### config.mk
export PLATFORM = sky130hd
export DESIGN_NAME = actuator_scheduler_flat
export DESIGN_NICKNAME = d
export VERILOG_FILES = /design/src/rtl/actuator_scheduler_pkg.sv /design/src/rtl/actuator_scheduler_if.sv /design/src/rtl/actuator_scheduler_rr_next_pick.sv /design/src/rtl/actuator_scheduler.sv /design/src/flat_wrapper.sv
export SDC_FILE = /design/constraint.sdc
export NUM_CORES = 1
export LEC_CHECK = 0
export BUFFER_PORTS_ARGS = -buffer_cell sky130_fd_sc_hd__buf_4
export CAP_MARGIN = 20
export CELL_PAD_IN_SITES_DETAIL_PLACEMENT = 2
export CELL_PAD_IN_SITES_GLOBAL_PLACEMENT = 2
export CORE_ASPECT_RATIO = 0.75
export CORE_MARGIN = 10
export CORE_UTILIZATION = 34
export DETAILED_ROUTE_END_ITERATION = 10
export GPL_TIMING_DRIVEN = 1
export PLACE_DENSITY = 0.73
export SYNTH_ARGS = -nofsm -noshare
export SYNTH_HDL_FRONTEND = slang
export SYNTH_SLANG_ARGS = --single-unit
### constraint.sdc
create_clock -name CLK -period 2.25 [get_ports CLK]
set_input_delay 0.45 -clock CLK [delete_from_list [all_inputs] [get_ports CLK]]
set_output_delay 0.45 -clock CLK [all_outputs]
set_load 0.05 [all_outputs]
### src/rtl/actuator_scheduler_pkg.sv
// actuator_scheduler_pkg: shared FSM state encoding, channel indices and round-robin helper for actuator_scheduler
//  Contents: state_t (IDLE/GRANT/DEAD), CH_H/CH_DC/CH_C/CH_NONE, next_ch()
package sched_pkg;
  typedef enum logic [1:0] {IDLE, GRANT, DEAD} state_t;
  localparam logic [1:0] CH_H = 2'd0;
  localparam logic [1:0] CH_DC = 2'd1;
  localparam logic [1:0] CH_C = 2'd2;
  localparam logic [1:0] CH_NONE = 2'd3;
  function automatic logic [1:0] next_ch(logic [1:0] ch);
    return ch == CH_H ? CH_DC : ch == CH_DC ? CH_C : CH_H;
  endfunction
endpackage

### src/rtl/actuator_scheduler_if.sv
// actuator_scheduler_if: demand/grant bundle between alarm FSM (master) and actuator_scheduler (slave)
//  enable, req[2:0] : master -> scheduler
//  grant[2:0], busy, cur_ch[1:0] : scheduler -> master
//  SCHED_STATS_EN adds gcnt_h, gcnt_dc, gcnt_c[15:0] : scheduler -> master
interface actuator_scheduler_if;
  logic enable;
  logic [2:0] req;
  logic [2:0] grant;
  logic busy;
  logic [1:0] cur_ch;
`ifdef SCHED_STATS_EN
  logic [15:0] gcnt_h;
  logic [15:0] gcnt_dc;
  logic [15:0] gcnt_c;
  modport master (output enable, req, input grant, busy, cur_ch, gcnt_h, gcnt_dc, gcnt_c);
  modport slave (input enable, req, output grant, busy, cur_ch, gcnt_h, gcnt_dc, gcnt_c);
`else
  modport master (output enable, req, input grant, busy, cur_ch);
  modport slave (input enable, req, output grant, busy, cur_ch);
`endif
endinterface

### src/rtl/actuator_scheduler_rr_next_pick.sv
// rr_next_pick: combinational round-robin pick of the first requester after last, order H->DC->C->H
//  req[2:0], last[1:0] in; valid (any request), idx[1:0] (CH_NONE when no request) out
module rr_next_pick
  import sched_pkg::*;
(
  input  logic [2:0] req,
  input  logic [1:0] last,
  output logic       valid,
  output logic [1:0] idx
);
  logic [1:0] a, b, c;
  assign a = next_ch(last);
  assign b = next_ch(a);
  assign c = next_ch(b);
  assign valid = |req;
  assign idx = req[a] ? a : req[b] ? b : req[c] ? c : CH_NONE;
endmodule

### src/rtl/actuator_scheduler.sv
// actuator_scheduler: round-robin time-slicing of one actuator driver across H/DC/C with break-before-make dead time
//  CLK, reset_n (async active-low); bus: actuator_scheduler_if.slave (enable, req in; grant, busy, cur_ch out)
//  Parameters: SLICE grant length while others wait, DEAD_CYC zero-grant gap between grants
//  SCHED_STATS_EN: adds saturating per-channel GRANT-entry counters on bus.gcnt_*
module actuator_scheduler
  import sched_pkg::*;
#(
  parameter int SLICE = 4,
  parameter int DEAD_CYC = 2
) (
  input logic CLK,
  input logic reset_n,
  actuator_scheduler_if.slave bus
);
  localparam int CW = $clog2((SLICE > DEAD_CYC ? SLICE : DEAD_CYC) + 1);
  state_t state;
  logic [CW-1:0] cnt;
  logic [1:0] last, pick_idx, ch_q;
  logic [2:0] grant_q;
  logic busy_q, pick_valid, enter, drop;
  rr_next_pick u_pick (.req(bus.req), .last(last), .valid(pick_valid), .idx(pick_idx));
  // New grants only start from IDLE or at the last DEAD cycle, so every handover sees the full gap.
  assign enter = bus.enable && pick_valid && (state == IDLE || (state == DEAD && cnt == '0));
  assign drop = state == GRANT && (!bus.enable || !(|(bus.req & grant_q)) || (cnt == '0 && |(bus.req & ~grant_q)));
  always_ff @(posedge CLK or negedge reset_n) begin
    if (!reset_n) begin
      state <= IDLE;
      cnt <= '0;
      last <= CH_C;
      grant_q <= '0;
      busy_q <= 1'b0;
      ch_q <= CH_NONE;
    end else if (enter) begin
      state <= GRANT;
      cnt <= CW'(SLICE - 1);
      last <= pick_idx;
      grant_q <= 3'b001 << pick_idx;
      busy_q <= 1'b1;
      ch_q <= pick_idx;
    end else if (drop) begin
      state <= DEAD;
      cnt <= CW'(DEAD_CYC - 1);
      grant_q <= '0;
      ch_q <= CH_NONE;
    end else if (state == DEAD && cnt == '0) begin
      state <= IDLE;
      busy_q <= 1'b0;
    end else if (state != IDLE) begin
      cnt <= cnt == '0 ? CW'(SLICE - 1) : cnt - 1'b1;
    end
  end
  assign bus.grant = grant_q;
  assign bus.busy = busy_q;
  assign bus.cur_ch = ch_q;
`ifdef SCHED_STATS_EN
  logic [15:0] gcnt [3];
  always_ff @(posedge CLK or negedge reset_n) begin
    if (!reset_n) begin
      gcnt[0] <= '0;
      gcnt[1] <= '0;
      gcnt[2] <= '0;
    end else if (enter && gcnt[pick_idx] != 16'hFFFF) begin
      gcnt[pick_idx] <= gcnt[pick_idx] + 16'd1;
    end
  end
  assign bus.gcnt_h = gcnt[0];
  assign bus.gcnt_dc = gcnt[1];
  assign bus.gcnt_c = gcnt[2];
`endif
endmodule

### src/flat_wrapper.sv
// flat-port wrapper written by rule: the top's interface ports become plain ports
module actuator_scheduler_flat import sched_pkg::*;
#(
  parameter int SLICE = 4,
  parameter int DEAD_CYC = 2
)
  (CLK, reset_n, bus_enable, bus_req, bus_grant, bus_busy, bus_cur_ch);
  actuator_scheduler_if bus_i ();
  input logic CLK;
  input logic reset_n;
  input wire logic [$bits(bus_i.enable)-1:0] bus_enable;
  input wire logic [$bits(bus_i.req)-1:0] bus_req;
  output wire logic [$bits(bus_i.grant)-1:0] bus_grant;
  output wire logic [$bits(bus_i.busy)-1:0] bus_busy;
  output wire logic [$bits(bus_i.cur_ch)-1:0] bus_cur_ch;
  assign bus_i.enable = bus_enable;
  assign bus_i.req = bus_req;
  assign bus_grant = bus_i.grant;
  assign bus_busy = bus_i.busy;
  assign bus_cur_ch = bus_i.cur_ch;
  actuator_scheduler #(.SLICE(SLICE), .DEAD_CYC(DEAD_CYC)) u_core (.CLK(CLK), .reset_n(reset_n), .bus(bus_i));
endmodule
* Word-level counts from Yosys, hierarchy flattened
Index checks and enable logic that the tools add are counted.
Word-level totals: bits of input ports 6, logic and storage cells 76, output and inout port bits 6, flip-flop bits (word level) 13
Operators by class: shifts and indexed selects 1, equality and inequality tests 7, bitwise operators 3, reductions and logical operators 25, add/subtract/negate cells 1, mux-type cells 30, order comparisons 3
Operator list (number):
- $mux 2 | 14
- $mux 3 | 7
- $lt 2x3->1 const B | 3
- $reduce_or 3->1 | 3
- $eq 2x1->1 const B | 4
- $logic_not 2->1 | 4
- $and 3x3->3 | 2
- $bmux 1 s2 | 3
- $mux 1 | 6
- $reduce_bool 2->1 | 3
- $reduce_bool 3->1 | 2
- $logic_and 1x1->1 | 5
- $reduce_and 2->1 | 2
- $logic_not 3->1 | 1
- $logic_or 1x1->1 | 3
- $ne 3x1->1 const B | 1
- $not 3->3 | 1
- $shl 1x2->3 const A | 1
- $sub 3x1->3 const B | 1
- $eq 2x2->1 const B | 1
- $logic_not 1->1 | 2
- $ne 2x1->1 const B | 1

* Logic depth before layout (Yosys ltp)
depth in word-level cells 16, gate-level depth with buffers 7, gate-level depth less buffers 6

* By module
Synthesis repeated with hierarchy kept, for this count alone.
Second synthesis, totals: cells, all modules 73, area, all modules 726.9 µm²
By module, submodules not included:
- actuator_scheduler | times used 1, cells an instance 67, area each 683.2 µm², seq. area each 329.1 µm²
- rr_next_pick | times used 1, cells an instance 6, area each 43.8 µm², seq. area each 0.0 µm²

* Worst setup path before layout
No wires, ideal clock.
path type register to register, start register u_core.grant_q[1], in the netlist u_core.bus.grant[1], end register u_core.state[1], buffers on the path 0, arrival 1.545 ns, setup time 0.119 ns, data required time 2.131 ns, clock period less this slack 1.663 ns, cell stages (with the launch flop) 5, slack 0.587 ns, cell sequence dfrtp_1 > and2b_1 > o31ai_2 > a311oi_4 > a21o_2
Between the ends: cells in the longest elaborated chain, start to end 8, elaborated cells on any way between the ends 13, those cells by class mux (2); bitwise (3); reduce/logical (8)
RTL lines:
- start, declared | line actuator_scheduler.sv:19 | logic [2:0] grant_q;
- start signal, assigned | line actuator_scheduler.sv:37 | grant_q <= 3'b001 << pick_idx;
- $and 3x3->3 / $not 3->3 (equally long branches) | line actuator_scheduler.sv:24 | assign drop = state == GRANT && (!bus.enable || !(|(bus.req & grant_q)) || (cnt == '0 && |(bus.req & ~grant_q) ...
- $reduce_or 3->1 / $and 3x3->3 (equally long branches) | line actuator_scheduler.sv:24
- $logic_not 1->1 / $reduce_or 3->1 (equally long branches) | line actuator_scheduler.sv:24
- $logic_or 1x1->1 / $logic_and 1x1->1 (equally long branches) | line actuator_scheduler.sv:24
- $logic_or 1x1->1 * | line actuator_scheduler.sv:24
- $logic_and 1x1->1 * | line actuator_scheduler.sv:24
- $mux 2 | line actuator_scheduler.sv:40 | end else if (drop) begin
- $mux 2 | line actuator_scheduler.sv:33 | end else if (enter) begin
- end signal, assigned | line actuator_scheduler.sv:27 | state <= IDLE;
- end signal, assigned | line actuator_scheduler.sv:34 | state <= GRANT;
- end signal, assigned | line actuator_scheduler.sv:41 | state <= DEAD;
- end, declared | line actuator_scheduler.sv:16 | state_t state;
Every way passes the cells marked *; elsewhere a longest branch is shown, timed or not. A chain may end at the register's enable or synchronous reset.

* Final worst setup path
start register u_core.cnt[0], end register u_core.cnt[2]
Between the ends: cells in the longest elaborated chain, start to end 6, elaborated cells on any way between the ends 16, those cells by class add/sub (1); eq/ne (1); mux (5); reduce/logical (9)
RTL lines:
- start, declared | line actuator_scheduler.sv:17 | logic [CW-1:0] cnt;
- start signal, assigned | line actuator_scheduler.sv:35 | cnt <= CW'(SLICE - 1);
- start signal, assigned | line actuator_scheduler.sv:42 | cnt <= CW'(DEAD_CYC - 1);
- start signal, assigned | line actuator_scheduler.sv:49 | cnt <= cnt == '0 ? CW'(SLICE - 1) : cnt - 1'b1;
- $sub 3x1->3 / $logic_not 3->1 (equally long branches)
- $mux 3, or another cell as far along | line actuator_scheduler.sv:49
- $mux 3, or another cell as far along | line actuator_scheduler.sv:48 | end else if (state != IDLE) begin
- $mux 3, or another cell as far along | line actuator_scheduler.sv:45 | end else if (state == DEAD && cnt == '0) begin
- $mux 3, or another cell as far along | line actuator_scheduler.sv:40
- $mux 3 / $reduce_and 2->1 (equally long branches)
Parallel ways exist; a longest one is shown, timed or not. The select of a mux whose other input is x is not followed.

==> key figures <==
Status
  • Outcome: finished clean

Die
  • Die width: approximately 74 um
  • Die footprint: 0.00450 mm^2
  • Initial core utilization: ~37%
  • IO Count: 12
  • Core Area: 0.00205 mm^2
  • Row count: 14
  • Die H: 60.7 um

Setup path
  • Stages on worst setup path: 6
  • Slowest stage delay, CP: a little under 0.6 ns
  • Reg2Reg Setup Slack: 0.43 ns
  • CP bufs+invs: 1
  • CP Class: register to register
  • Top cell family by delay on the critical path: compound AO/OA/AOI/OAI gates
  • Worst setup EP type: register
  • Reg2Reg Depth: 6
  • Crit-path cells: inv_1, ha_1, nor2b_4, o21ai_0, nand3b_1, o21ai_1
  • Crit path DAT: between 2 and 2.5 ns
  • Critical-path top delay cell: o21ai_0
  • Crit path max fanout: 5
  • Data required, critical path: approximately 2.5 ns
  • CP startpoint kind: register
  • Worst reg2reg path startpoint: u_core.cnt[0]
  • Reg2Reg Capture Point: u_core.cnt[2]

GRT
  • GR Util met3: between 4 and 5%
  • Largest net degree at the start of global routing: 14
  • Tot GR Track Use: between 10% and 20%
  • Initial antenna violation count: 0
  • Met2 usage: ~15%
  • Busiest grt layer: met2
  • First-pass GRT wire length: ~3500 um
  • Met1 usage: between 10% and 20%
  • Vias in the first global route: 697
  • Grt ovf: 0

Timing
  • RSZ-0062 raised after global routing: false
  • Final setup TNS: 0 ns
  • Final Skew: about 0.003 ns
  • Actual slew at the worst max-slew pin: 0.734 ns
  • Setup-failing EPs final: 0
  • Fmax: about 550 MHz
  • Hold WS: between 0.4 and 0.5 ns
  • Crit share post-route: between 80 and 90%
  • Post-route minimum period: between 1.5 and 2 ns
  • Final Hold Fails: 0
  • Slew HR: 50.5%
  • Slew Viols, Final: 0

Logic synthesis
  • Cell taking the most area after synthesis: dfrtp_1
  • Area share of the largest cell type after synthesis: between 30% and 40%
  • Synth warn: 0
  • Synth cell types: 35
  • Post-Syn Instances: between 70 and 80
  • Synth top area cells: dfrtp_1, dfstp_2, nand2_1
  • Syn Area/Cell: roughly 10 um^2
  • Post-synthesis register bit count: 13
  • Synthesized net count: 81
  • Post-Syn Area: 749 um^2
  • Post-synthesis sequential area ratio: between 40% and 50%

Drt
  • Residual DRC: 0
  • 1st-pass router iterations: 4
  • Routed via count: ~620
  • Post-DRT Antenna Nets: 0
  • Total Wirelength: 2050 um
  • Vias per cell: between 5 and 6
  • Drt initial violations: 29
  • Drt wl/cell: 18.3 um

Layout
  • Commonest cells after routing, fill and taps aside: buf_4, nand2_1, dfrtp_1
  • Fillers: ~230
  • Most common cell after layout, fill and taps aside: buf_4
  • Diode count: 0
  • Layout cells sized above 1: between 20% and 30%
  • Final #Nets: 97
  • Area growth from synthesis to layout: 18.5%

Job
  • Max-cap violations: 0

Hold path
  • Hold_sp: u_core.last[1]
  • Hold endpoint: u_core.last[1]
  • Worst min path class: register to register
  • Hold Crit Depth: 2

CTS
  • Clk_lat worst skew: around 0.28 ns
  • Resized Gates After CTS: 0
  • # clock sinks: 13
  • H-tree Lvls: 1
  • CTS root buf: clkbuf_4
  • Post-CTS Setup Bufs: 0
  • CTS tree: yes
  • Clock transition at path regs: 0.09 ns
  • Buffer depth of the longest clock path: 2
  • Total CTS buffers: 3

Placement
  • PortBufs: 11
  • Gp weighted congestion: around 0.71
  • Dpl hpwl: about 1500 um

Pwr
  • Power density over cell area: between 1500 and 2000 mW/mm^2
  • P_leak: between 0.3 and 0.4 nW
  • Peak supply drop: between 0.0007 and 0.0008 V
[registers in the layout (all words and copies together) (netlist names)]
signal	cells
u_core.bus.cur_ch	2
u_core.cnt	3
u_core.last	2
u_core.bus.busy	1
u_core.state	2
u_core.bus.grant	3
[worst min-delay path, stage by stage, from the launching register on]
cell,delay (ns)
dfstp_2,0.39
nand2_1,0.05
nand2_1,0.04
[cell families (layout without fill, tap and decap cells)]
family,Yosys count,after routing,share of synthesized area [%]
mux,1,1,1.50
fa+ha+maj,2,2,3.34
buf+inv,5,20,3.51
flops,13,13,43.9
simple gates,27,27,21.2
compound gates,25,25,26.5
[timing repair]
| action | 4_1_cts | 5_1_grt |
|---|---|---|
| endpoints found under the hold margin | 6 | 0 |
| endpoints found under the setup margin | 0 | 0 |
| hold buffers | 1 | 0 |
[how the worst max path moves through the flow]
stage,from,endpoint,slack (ns)
final,u_core.cnt[0],u_core.cnt[2],0.43
after detailed placement,bus_req[0],u_core.bus.grant[0],0.48
after global placement,bus_req[0],u_core.last[0],0.51
after global routing,u_core.cnt[0],u_core.cnt[0],0.30
after floorplan,u_core.bus.grant[1],u_core.state[1],0.59
after CTS,u_core.cnt[0],u_core.cnt[2],0.43
[metal layers]
layer	part of all wire (%)	wire length [um]	up-vias
met2	43	871	12
met3	7.1	145	2
li1	-	-	298
met4	0.34	7	0
met1	50	1020	311
met5	0	0	-
[area by class of cell]
class                      count  area [um^2]  area share [%]
clock buffer                   3         22.5            2.54
clock inverter                 1         5.00           0.563
inverter                       4         15.0            1.69
multi-input combinational     55          394            44.4
sequential                    13          329            37.0
tap                           24         30.0            3.38
timing repair buffer          12         92.6            10.4
[synthesized netlist by cell type (all sizes together)]
master   number
o2bb2ai       1
a21o          1
a311oi        1
nor2          1
dfstp         3
a22oi         1
nor3b         1
o22a          2
ha            2
o32ai         1
buf           1
mux2          1
o21ai         7
inv           4
o31a          1
nand3b        1
nor2b         2
o22ai         2
nand2        10
a21boi        1
and2b         3
a31oi         1
o31ai         1
or3           1
o211ai        1
dfrtp        10
a21oi         3
nor4b         1
nand2b        4
or2b          2
nor3          1
a41oi         1
[power by group]
| group | leakage [nW] | internal (mW) | switching (mW) |
|---|---|---|---|
| clock | 0.0177 | 0.0659 | 0.0848 |
| combinational | 0.216 | 0.269 | 0.444 |
| sequential | 0.155 | 0.356 | 0.113 |
| total | 0.389 | 0.691 | 0.642 |
[metrics by stage]
step | power [mW] | utilization [%] | instances | setup WS (ns) | cell area [um^2]
global route | 1.45 | 43.3 | 112 | 0.297 | 888
finish | 1.33 | 43.3 | 112 | 0.425 | 888
floorplan | 0.981 | - | 73 | 0.587 | 749
detailed placement | 1.18 | 41.5 | 107 | 0.484 | 851
global placement | 1.17 | 41.5 | 107 | 0.506 | 851
CTS | 1.35 | 43.3 | 112 | 0.428 | 888
Power figures use the tool's default switching activity.
